<file path="src/rtl/uart_tx_arbiter_pkg.sv">
// Shared state type and sizing helpers for the UART transmit arbiter.
package uart_tx_arbiter_pkg;

  localparam int DATA_W = 8;

  typedef enum logic {IDLE = 1'b0, LOCKED = 1'b1} arb_state_t;

  function automatic int req_idx_w(input int nreq);
    return (nreq > 2) ? $clog2(nreq) : 1;
  endfunction

  function automatic int timeout_w(input int timeout);
    return (timeout > 0) ? $clog2(timeout + 1) : 1;
  endfunction

endpackage

</file>
<file path="src/rtl/uart_tx_arbiter_if.sv">
// Requester streams in, single UART stream out; master is the arbiter side, slave the surroundings.
interface uart_tx_arbiter_if #(
  parameter int NREQ   = 4,
  parameter int DATA_W = uart_tx_arbiter_pkg::DATA_W
);
  import uart_tx_arbiter_pkg::*;
  localparam int IDX_W = req_idx_w(NREQ);

  logic [NREQ*DATA_W-1:0] req_tdata;
  logic [NREQ-1:0]        req_tvalid;
  logic [NREQ-1:0]        req_tlast;
  logic [NREQ-1:0]        req_tready;
  logic [DATA_W-1:0]      m_tdata;
  logic                   m_tvalid;
  logic                   m_tready;
  logic [IDX_W-1:0]       grant_id;
  logic                   busy;

  modport master (
    input  req_tdata, req_tvalid, req_tlast, m_tready,
    output req_tready, m_tdata, m_tvalid, grant_id, busy
  );

  modport slave (
    output req_tdata, req_tvalid, req_tlast, m_tready,
    input  req_tready, m_tdata, m_tvalid, grant_id, busy
  );

endinterface

</file>
<file path="src/rtl/uart_tx_arbiter_rr_picker.sv">
// Combinational round-robin pick: first set request at or after last+1 (mod NREQ).
module uart_tx_arbiter_rr_picker #(
  parameter int NREQ  = 4,
  parameter int IDX_W = 2
) (
  input  logic [NREQ-1:0]  req,
  input  logic [IDX_W-1:0] last,
  output logic [IDX_W-1:0] pick,
  output logic             any_req
);

  int best_d;
  int d;

  // Rotation distance from last+1 plays the role of the priority encoder input.
  always_comb begin
    pick   = '0;
    best_d = NREQ;
    d      = 0;
    for (int j = 0; j < NREQ; j++) begin
      d = j - int'(last) - 1;
      if (d < 0) d = d + NREQ;
      if (req[j] && (d < best_d)) begin
        best_d = d;
        pick   = IDX_W'(j);
      end
    end
  end

  assign any_req = |req;

endmodule

</file>
<file path="src/rtl/uart_tx_arbiter.sv">
// Round-robin share of one UART byte stream among NREQ requesters, grant held per packet.
// First byte on m_tvalid two cycles after request; then one beat per cycle, stalled by m_tready.
module uart_tx_arbiter #(
  parameter int NREQ         = 4,
  parameter int DATA_W       = uart_tx_arbiter_pkg::DATA_W,
  parameter int LOCK_ON_LAST = 1,
  parameter int TIMEOUT      = 255
) (
  input logic               clk,
  input logic               n_rst,
  uart_tx_arbiter_if.master bus
);
  import uart_tx_arbiter_pkg::*;

  localparam int IDX_W = req_idx_w(NREQ);
  localparam int TO_W  = timeout_w(TIMEOUT);

  arb_state_t        state, state_nxt;
  logic [IDX_W-1:0]  grant, last, pick;
  logic [TO_W-1:0]   to_cnt;
  logic [NREQ-1:0]   tready;
  logic [DATA_W-1:0] grant_dat;
  logic              any_req, grant_vld, grant_last, rdy, accept, to_hit, rel;

  uart_tx_arbiter_rr_picker #(.NREQ(NREQ), .IDX_W(IDX_W)) u_picker (
    .req     (bus.req_tvalid),
    .last    (last),
    .pick    (pick),
    .any_req (any_req)
  );

  assign grant_vld  = bus.req_tvalid[grant];
  assign grant_last = bus.req_tlast[grant];
  assign grant_dat  = bus.req_tdata[grant*DATA_W +: DATA_W];
  assign rdy        = !bus.m_tvalid || bus.m_tready;
  assign accept     = (state == LOCKED) && grant_vld && rdy;
  // Release lands on the same edge at which the idle count would reach TIMEOUT.
  assign to_hit     = (TIMEOUT != 0) && (state == LOCKED) && !grant_vld &&
                      (to_cnt == TO_W'(TIMEOUT - 1));
  assign rel        = (accept && ((LOCK_ON_LAST == 0) || grant_last)) || to_hit;

  always_ff @(posedge clk or negedge n_rst) begin
    if (!n_rst) state <= IDLE;
    else        state <= state_nxt;
  end

  always_comb begin
    state_nxt = state;
    case (state)
      IDLE:    if (any_req) state_nxt = LOCKED;
      LOCKED:  if (rel)     state_nxt = IDLE;
      default: state_nxt = IDLE;
    endcase
  end

  always_comb begin
    tready = '0;
    for (int j = 0; j < NREQ; j++)
      tready[j] = (state == LOCKED) && (grant == IDX_W'(j)) && rdy;
  end

  assign bus.req_tready = tready;
  assign bus.grant_id   = grant;
  assign bus.busy       = (state == LOCKED) || bus.m_tvalid;

  always_ff @(posedge clk or negedge n_rst) begin
    if (!n_rst) begin
      grant <= '0;
      last  <= IDX_W'(NREQ - 1);
    end else begin
      if ((state == IDLE) && any_req) grant <= pick;
      if (rel)                        last  <= grant;
    end
  end

  always_ff @(posedge clk or negedge n_rst) begin
    if (!n_rst)
      to_cnt <= '0;
    else if ((state != state_nxt) || accept || (state == IDLE))
      to_cnt <= '0;
    else if (!grant_vld && (to_cnt != '1))
      to_cnt <= to_cnt + 1'b1;
  end

  // Accept and drain in the same cycle keeps m_tvalid high with the new byte.
  always_ff @(posedge clk or negedge n_rst) begin
    if (!n_rst) begin
      bus.m_tvalid <= 1'b0;
      bus.m_tdata  <= '0;
    end else if (accept) begin
      bus.m_tvalid <= 1'b1;
      bus.m_tdata  <= grant_dat;
    end else if (bus.m_tready) begin
      bus.m_tvalid <= 1'b0;
    end
  end

endmodule

</file>
<file path="src/flat_wrapper.sv">
// flat-port wrapper written by rule: the top's interface ports become plain ports
module uart_tx_arbiter_flat import uart_tx_arbiter_pkg::*;
#(
  parameter int NREQ         = 4,
  parameter int DATA_W       = uart_tx_arbiter_pkg::DATA_W,
  parameter int LOCK_ON_LAST = 1,
  parameter int TIMEOUT      = 255
)
  (clk, n_rst, bus_req_tdata, bus_req_tvalid, bus_req_tlast, bus_m_tready, bus_req_tready, bus_m_tdata, bus_m_tvalid, bus_grant_id, bus_busy);
  uart_tx_arbiter_if #(.NREQ(NREQ), .DATA_W(DATA_W)) bus_i ();
  input logic clk;
  input logic n_rst;
  input wire logic [$bits(bus_i.req_tdata)-1:0] bus_req_tdata;
  input wire logic [$bits(bus_i.req_tvalid)-1:0] bus_req_tvalid;
  input wire logic [$bits(bus_i.req_tlast)-1:0] bus_req_tlast;
  input wire logic [$bits(bus_i.m_tready)-1:0] bus_m_tready;
  output wire logic [$bits(bus_i.req_tready)-1:0] bus_req_tready;
  output wire logic [$bits(bus_i.m_tdata)-1:0] bus_m_tdata;
  output wire logic [$bits(bus_i.m_tvalid)-1:0] bus_m_tvalid;
  output wire logic [$bits(bus_i.grant_id)-1:0] bus_grant_id;
  output wire logic [$bits(bus_i.busy)-1:0] bus_busy;
  assign bus_i.req_tdata = bus_req_tdata;
  assign bus_i.req_tvalid = bus_req_tvalid;
  assign bus_i.req_tlast = bus_req_tlast;
  assign bus_i.m_tready = bus_m_tready;
  assign bus_req_tready = bus_i.req_tready;
  assign bus_m_tdata = bus_i.m_tdata;
  assign bus_m_tvalid = bus_i.m_tvalid;
  assign bus_grant_id = bus_i.grant_id;
  assign bus_busy = bus_i.busy;
  uart_tx_arbiter #(.NREQ(NREQ), .DATA_W(DATA_W), .LOCK_ON_LAST(LOCK_ON_LAST), .TIMEOUT(TIMEOUT)) u_core (.clk(clk), .n_rst(n_rst), .bus(bus_i));
endmodule
</file>
<file path="config.mk">
export PLATFORM = sky130hd
export DESIGN_NAME = uart_tx_arbiter_flat
export DESIGN_NICKNAME = d
export VERILOG_FILES = /design/src/rtl/uart_tx_arbiter_pkg.sv /design/src/rtl/uart_tx_arbiter_if.sv /design/src/rtl/uart_tx_arbiter_rr_picker.sv /design/src/rtl/uart_tx_arbiter.sv /design/src/flat_wrapper.sv
export SDC_FILE = /design/constraint.sdc
export NUM_CORES = 1
export LEC_CHECK = 0
export CAP_MARGIN = 20
export CORE_UTILIZATION = 30
export DETAILED_ROUTE_END_ITERATION = 6
export MAX_ROUTING_LAYER = met4
export SYNTH_ARGS = -nofsm -noshare
export SYNTH_HDL_FRONTEND = slang
export SYNTH_SLANG_ARGS = --single-unit
</file>
<file path="constraint.sdc">
create_clock -name clk -period 5.5 [get_ports clk]
set_input_delay 1.375 -clock clk [delete_from_list [all_inputs] [get_ports clk]]
set_output_delay 1.375 -clock clk [all_outputs]
set_load 0.03 [all_outputs]
</file>
Word-level counts from Yosys, hierarchy flattened. Cells that the tools add are included.

Word-level logic and storage cells: 87. Bits in latches: 0. Input port bits: 43. Memories: 0. Flip-flop bits (word level): 22. RAM bits: 0. Memory bits (read-only): 0.

Bitwise gates (word level): 1. Multipliers: 0. Divide/modulo/power cells: 0. Equality and inequality tests: 6. Reductions and logical operators: 30. Shifts and indexed selects: 1. Mux-type cells: 21. $add $sub $neg: 13. Order comparisons: 9.

Operators with widths (count): $mux W32 (7); $lt A32 B32 Y1 (3); $add A32 B4 Y32 const B (1); $lt A32 B1 Y1 const B (1); $lt A32 B4 Y1 const B (1); $shiftx A32 B6 Y8 (1); $sub A32 B2 Y32 const B (1); $logic_and A1 B1 Y1 (19); $mux W8 (2); $add A4 B4 Y5 const B (3); $lt A4 B1 Y1 const B (3); $sub A3 B2 Y4 const B (3); $add A8 B1 Y8 const B (1); $eq A8 B8 Y1 const B (1); $ne A8 B8 Y1 const B (1); $mux W1 (7); $sub A1 B2 Y3 const A (2); $sub A2 B2 Y3 const A (2); $logic_or A1 B1 Y1 (5); $bmux W1 S2 (2); $eq A2 B2 Y1 const B (2); $mux W2 (2); $reduce_bool A2 Y1 (2); $reduce_or A4 Y1 (1); other kinds (7) (8).

Longest topological paths before layout. Gate-level depths: netlist of run 1.

Depth in word-level cells: 16. Gate-level depth with buffers: 21. Depth with buffers taken out: 21.

Cells and area by module. Synthesis of run 1 repeated with hierarchy kept, for this count alone.

Cells, all modules: 276. Area total of the unflattened synthesis: 2788.9 um^2.

By module, submodules not included: uart_tx_arbiter_rr_picker (area an instance 1487.7 um^2, times used 1, cells an instance 172, seq. area each 0.0 um^2); uart_tx_arbiter (area an instance 1301.2 um^2, times used 1, cells an instance 104, seq. area each 553.0 um^2).

Least setup slack after synthesis of run 1. Ideal clock, no wire load.

Kind: input-to-reg. From: in bus_req_tvalid[0]. To: reg u_core.grant[0], in the netlist u_core.bus.grant_id[0]. Data required time: 5377 ps. Cell stages on the path: 17. Data arrival time: 4359 ps. Setup slack: 1018 ps. Cells stage by stage: nand2b_1 a211oi_1 o21ai_0 nand2_1 o21ai_0 a32oi_1 ha_1 o211ai_1 nor2_1 a2111oi_0 nand4_1 a41o_2 ha_1 o211ai_1 nand3_1 nand4b_1 o221a_1.

Longest elaborated chain between the ends: 11. Elaborated cells on any way between the ends: 15.

Ends and longest elaborated chain: from (decl) (RTL line flat_wrapper.sv:14) `input wire logic [$bits(bus_i.req_tvalid)-1:0] bus_req_tvalid;`; $logic_and A1 B1 Y1 (RTL line uart_tx_arbiter_rr_picker.sv:23) `if (req[j] && (d < best_d)) begin`; $mux W32 (RTL line uart_tx_arbiter_rr_picker.sv:23); $lt A32 B32 Y1 (RTL line uart_tx_arbiter_rr_picker.sv:23); $logic_and A1 B1 Y1 (RTL line uart_tx_arbiter_rr_picker.sv:23); $mux W32 (RTL line uart_tx_arbiter_rr_picker.sv:23); $lt A32 B32 Y1 (RTL line uart_tx_arbiter_rr_picker.sv:23); $logic_and A1 B1 Y1 (RTL line uart_tx_arbiter_rr_picker.sv:23); $mux W32 (RTL line uart_tx_arbiter_rr_picker.sv:23); $lt A32 B32 Y1 (RTL line uart_tx_arbiter_rr_picker.sv:23); $logic_and A1 B1 Y1 (RTL line uart_tx_arbiter_rr_picker.sv:23); $mux W2 (RTL line uart_tx_arbiter_rr_picker.sv:23); to (signal assigned) (RTL line uart_tx_arbiter.sv:71) `if ((state == IDLE) && any_req) grant <= pick;`; to (decl) (RTL line uart_tx_arbiter.sv:19) `logic [IDX_W-1:0] grant, last, pick;`.

Parallel ways exist; a longest one is shown, timed or not. A chain may end at the register's enable or synchronous reset.

Final worst setup path of run 1. Same ends and word-level chain as after synthesis.

==> impl_metrics.csv, run 1 <==
group,metric,value,unit
worst_setup_path,max_stage_delay,470,ps
logic_synthesis,yosysSeqAreaShare,23.17,%
layout,area_growth,37.26,%
routing,drc,0,
layout,layout_common_cells,"58 x clkdlybuf4s50_1, 45 x ha_1, 30 x conb_1",
run,max_cap_viol_count,0,
floorplan,ios,59,
pwr,intPower,967.0,uW
clocking,cts_sinks,22,
layout,drive_above_1_share,11.21,%
worst_setup_path,path_cells,"clkdlybuf4s50_1, nand2b_1, a211oi_1, o21ai_0, nand2_1, o21ai_0, a32oi_1, ha_1, o211ai_1, nor2_1, a2111oi_1, nand4_1, a41o_2, ha_1, o211ai_1, nand3_1, nand4b_1, o221a_1",
layout,diodes,0,
grt,grt_pass1_wl,9335,um
logic_synthesis,synth.avg_cell_area,9.549,um^2
timing,rsz0062_at_grt,"false",
grt,grt_use_total,13.75,%
pwr,p_comb_share,74.6,%
logic_synthesis,synth_top_family_by_area,"adder cells",
logic_synthesis,synth_compound_area_share,13.68,%
logic_synthesis,syn_area,2387,um^2
floorplan,core_area,7727,um^2
place,post-dp-hpwl,4369,um
pwr,vdd_drop_max,177.3,uV
logic_synthesis,synth_mux_area_share,13.16,%
layout,fillers,749,
timing,slew_headroom,43.00,%
timing,setup_tns,0,ps
hold_path,hp-class,"reg -> reg",
timing,final_hold_viol_count,0,
routing,drt-total-wl,5382,um
logic_synthesis,netlist_top_cells_area,"ha_1 24%, dfrtp_1 21%, mux4_2 8.5%",
timing,finalCriticalPeriod,4980,ps
run_status,outcome,"finished, final reports clean",
worst_setup_path,worstPathArrival,5140,ps
logic_synthesis,yosys.area_share.simple,19.81,%
worst_setup_path,path_delay_family,"compound AO/OA/AOI/OAI gates",
pwr,p_sw_share,47.60,%
clocking,cts.clk_slew.worst_paths,80,ps
logic_synthesis,synthAdderAreaFrac,23.58,%
routing,first_pass_iters,4,
logic_synthesis,ys_seq_elements,22,
worst_setup_path,start_kind,"input port",
layout,fin_util,42.41,%
timing,skew,8.532,ps
worst_setup_path,crit_required,5660,ps
logic_synthesis,synth_top_area_share,23.58,%
routing,postRouteAntennaNets,0,
layout,nets,428,
grt,grt_max_degree,23,
layout,ff_latch_area,553.0,um^2
clocking,cts_tree,"built",
pwr,p_total,1845,uW
worst_setup_path,crit_buf_inv,1,
layout,multi_input_comb_area,1869,um^2
floorplan,die-area,8318,um^2
clocking,cts_buffers,3,
place,globalplace.congestion,0.7948,
pwr,power_per_cell_area,563.2,nW/um^2
routing,route.vias.total,2090,
worst_setup_path,cp_slowest_cell,"clkdlybuf4s50_1",
grt,overflow,0,
floorplan,fp-row-count,32,
logic_synthesis,syn_inst,250,
timing,tightest_slew,855.0,ps
clocking,htreeDepth,1,
timing,hold_slack,508.7,ps
clocking,cts_root_buffer,"clkbuf_8",
clocking,cts_hold_buf,0,
pwr,p_seq_share,17.3,%
grt,grt_pass1_vias,2058,
floorplan,die_x,91.21,um
logic_synthesis,yosysUniqueCellTypes,51,
logic_synthesis,yosysTopAreaCell,"ha_1",
pwr,clkPwrFrac,8.1,%
floorplan,start_util,30.89,%
clocking,clk_latency,260,ps
logic_synthesis,yosysWarnings,0,
timing,finalCritPeriodShare,90.55,%
routing,wl_per_cell,12.20,um
timing,maxSlewViolCount,0,
routing,via_per_inst,4.739,
timing,fmax,0.2008,GHz
pwr,power_leakage,0.001429,uW
logic_synthesis,synthXorXnorAreaFrac,3.302,%
floorplan,die_h,91.21,um
pwr,switchingPower,878.4,uW
timing,finalSetupViolations,0,
layout,layout_commonest_cell,"clkdlybuf4s50_1",
grt,antenna_found_initial,0,
worst_setup_path,crit_path_max_fanout,3,
worst_setup_path,critical_path_class,"in -> reg",
place,port_buffers,58,
routing,drtIter0Drc,41,
clocking,clock_path_buffers,2,
worst_setup_path,cp-end-kind,"flop",
final cells by class:
class	count	share of cell area (%)
flip-flops and latches	22	16.88
clock inverters	1	0.9164
clock buffers	3	1.260
well taps	102	3.895
inverters	13	1.489
repair buffers	61	18.52
multi-input cells	239	57.04
cells by family after synthesis:
logic type	count (synthesis)
AO/OA/AOI/OAI	48
XOR/XNOR	9
adder cells (fa/ha/maj)	45
buffers and inverters	17
flip-flops	22
multiplexers	19
other	2
AND/OR/NAND/NOR	88
metal layers:
layer | track usage, % | share of wire (%) | up-vias
li1 | - | - | 1066
met5 | - | 0 | -
met3 | 2.429 | 4.6 | 2
met4 | 2.249 | 0.19 | 0
met2 | 23.36 | 49 | 45
met1 | 17.35 | 46 | 977
through the flow:
stage | area (um^2) | std cells | worst slack, ps
finish | 3277 | 441 | 519.7
global route | 3277 | 441 | 119.2
CTS | 3264 | 440 | 531.4
detailed placement | 3193 | 436 | 260.9
global placement | 3193 | 436 | 430.8
floorplan | 2492 | 278 | 1018
sequential cells by signal (all words and copies together), names as in the netlist:
name and cells:
u_core.bus.m_tdata 8, u_core.to_cnt 8, u_core.bus.grant_id 2, u_core.last 2, u_core.bus.m_tvalid 1, u_core.state 1
power groups by stage:
stage,logic (uW),clock network (uW),registers [uW]
after global routing,1550,162,337
after floorplan,976,0,353
after global placement,1330,0,324
after CTS,1370,154,322
after detailed placement,1360,0,325
final,1380,150,319
worst paths after layout:
| path | from | endpoint | slack [ps] | cells past startpoint |
|---|---|---|---|---|
| max in group asynchronous | n_rst | u_core.last[1]$_DFFE_PN1N_ | 3530 | 2 |
| hold / removal | u_core.bus.m_tdata[7]$_DFFE_PN0P_ | u_core.bus.m_tdata[7]$_DFFE_PN0P_ | 510 | 1 |
| min in group asynchronous | n_rst | u_core.bus.m_tdata[1]$_DFFE_PN0P_ | 1420 | 1 |
| setup reg to reg | u_core.last[0]$_DFFE_PN1N_ | u_core.bus.grant_id[0]$_DFFE_PN0P_ | 880 | 15 |
| setup / recovery | bus_req_tvalid[0] | u_core.bus.grant_id[0]$_DFFE_PN0P_ | 520 | 18 |
| hold reg to reg | u_core.bus.m_tdata[7]$_DFFE_PN0P_ | u_core.bus.m_tdata[7]$_DFFE_PN0P_ | 510 | 1 |
cell usage after synthesis (all sizes together):
library cell	count
a2111oi	1
a211oi	4
a21boi	3
a21o	2
a21oi	9
a22oi	1
a31oi	1
a32oi	1
a41o	1
and2	1
and3	1
buf	1
clkbuf	3
conb	2
dfrtp	20
dfstp	2
ha	45
inv	13
mux2	9
mux2i	1
mux4	9
nand2	22
nand2b	4
nand3	10
nand4	8
nand4b	2
nor2	21
nor2b	4
nor3	4
nor3b	1
nor4	2
o2111ai	1
o211ai	5
o21a	1
o21ai	14
o221a	1
o22ai	3
or2	3
or2b	1
or3	2
or3b	1
or4b	1
xnor2	5
xor2	4
timing repair:
item | CTS | global route
buffers inserted | 0 | 0
gates resized for setup | 0 | 1
setup endpoints to repair | 0 | 1
No activity file was read; power rests on OpenSTA's default activity.
==> run 2: changes to the inputs <==
Settings changed: CTS_CLUSTER_SIZE set to 24.
==> results of run 2 <==
Final layout, timing and power as in run 1 (identical DEF).
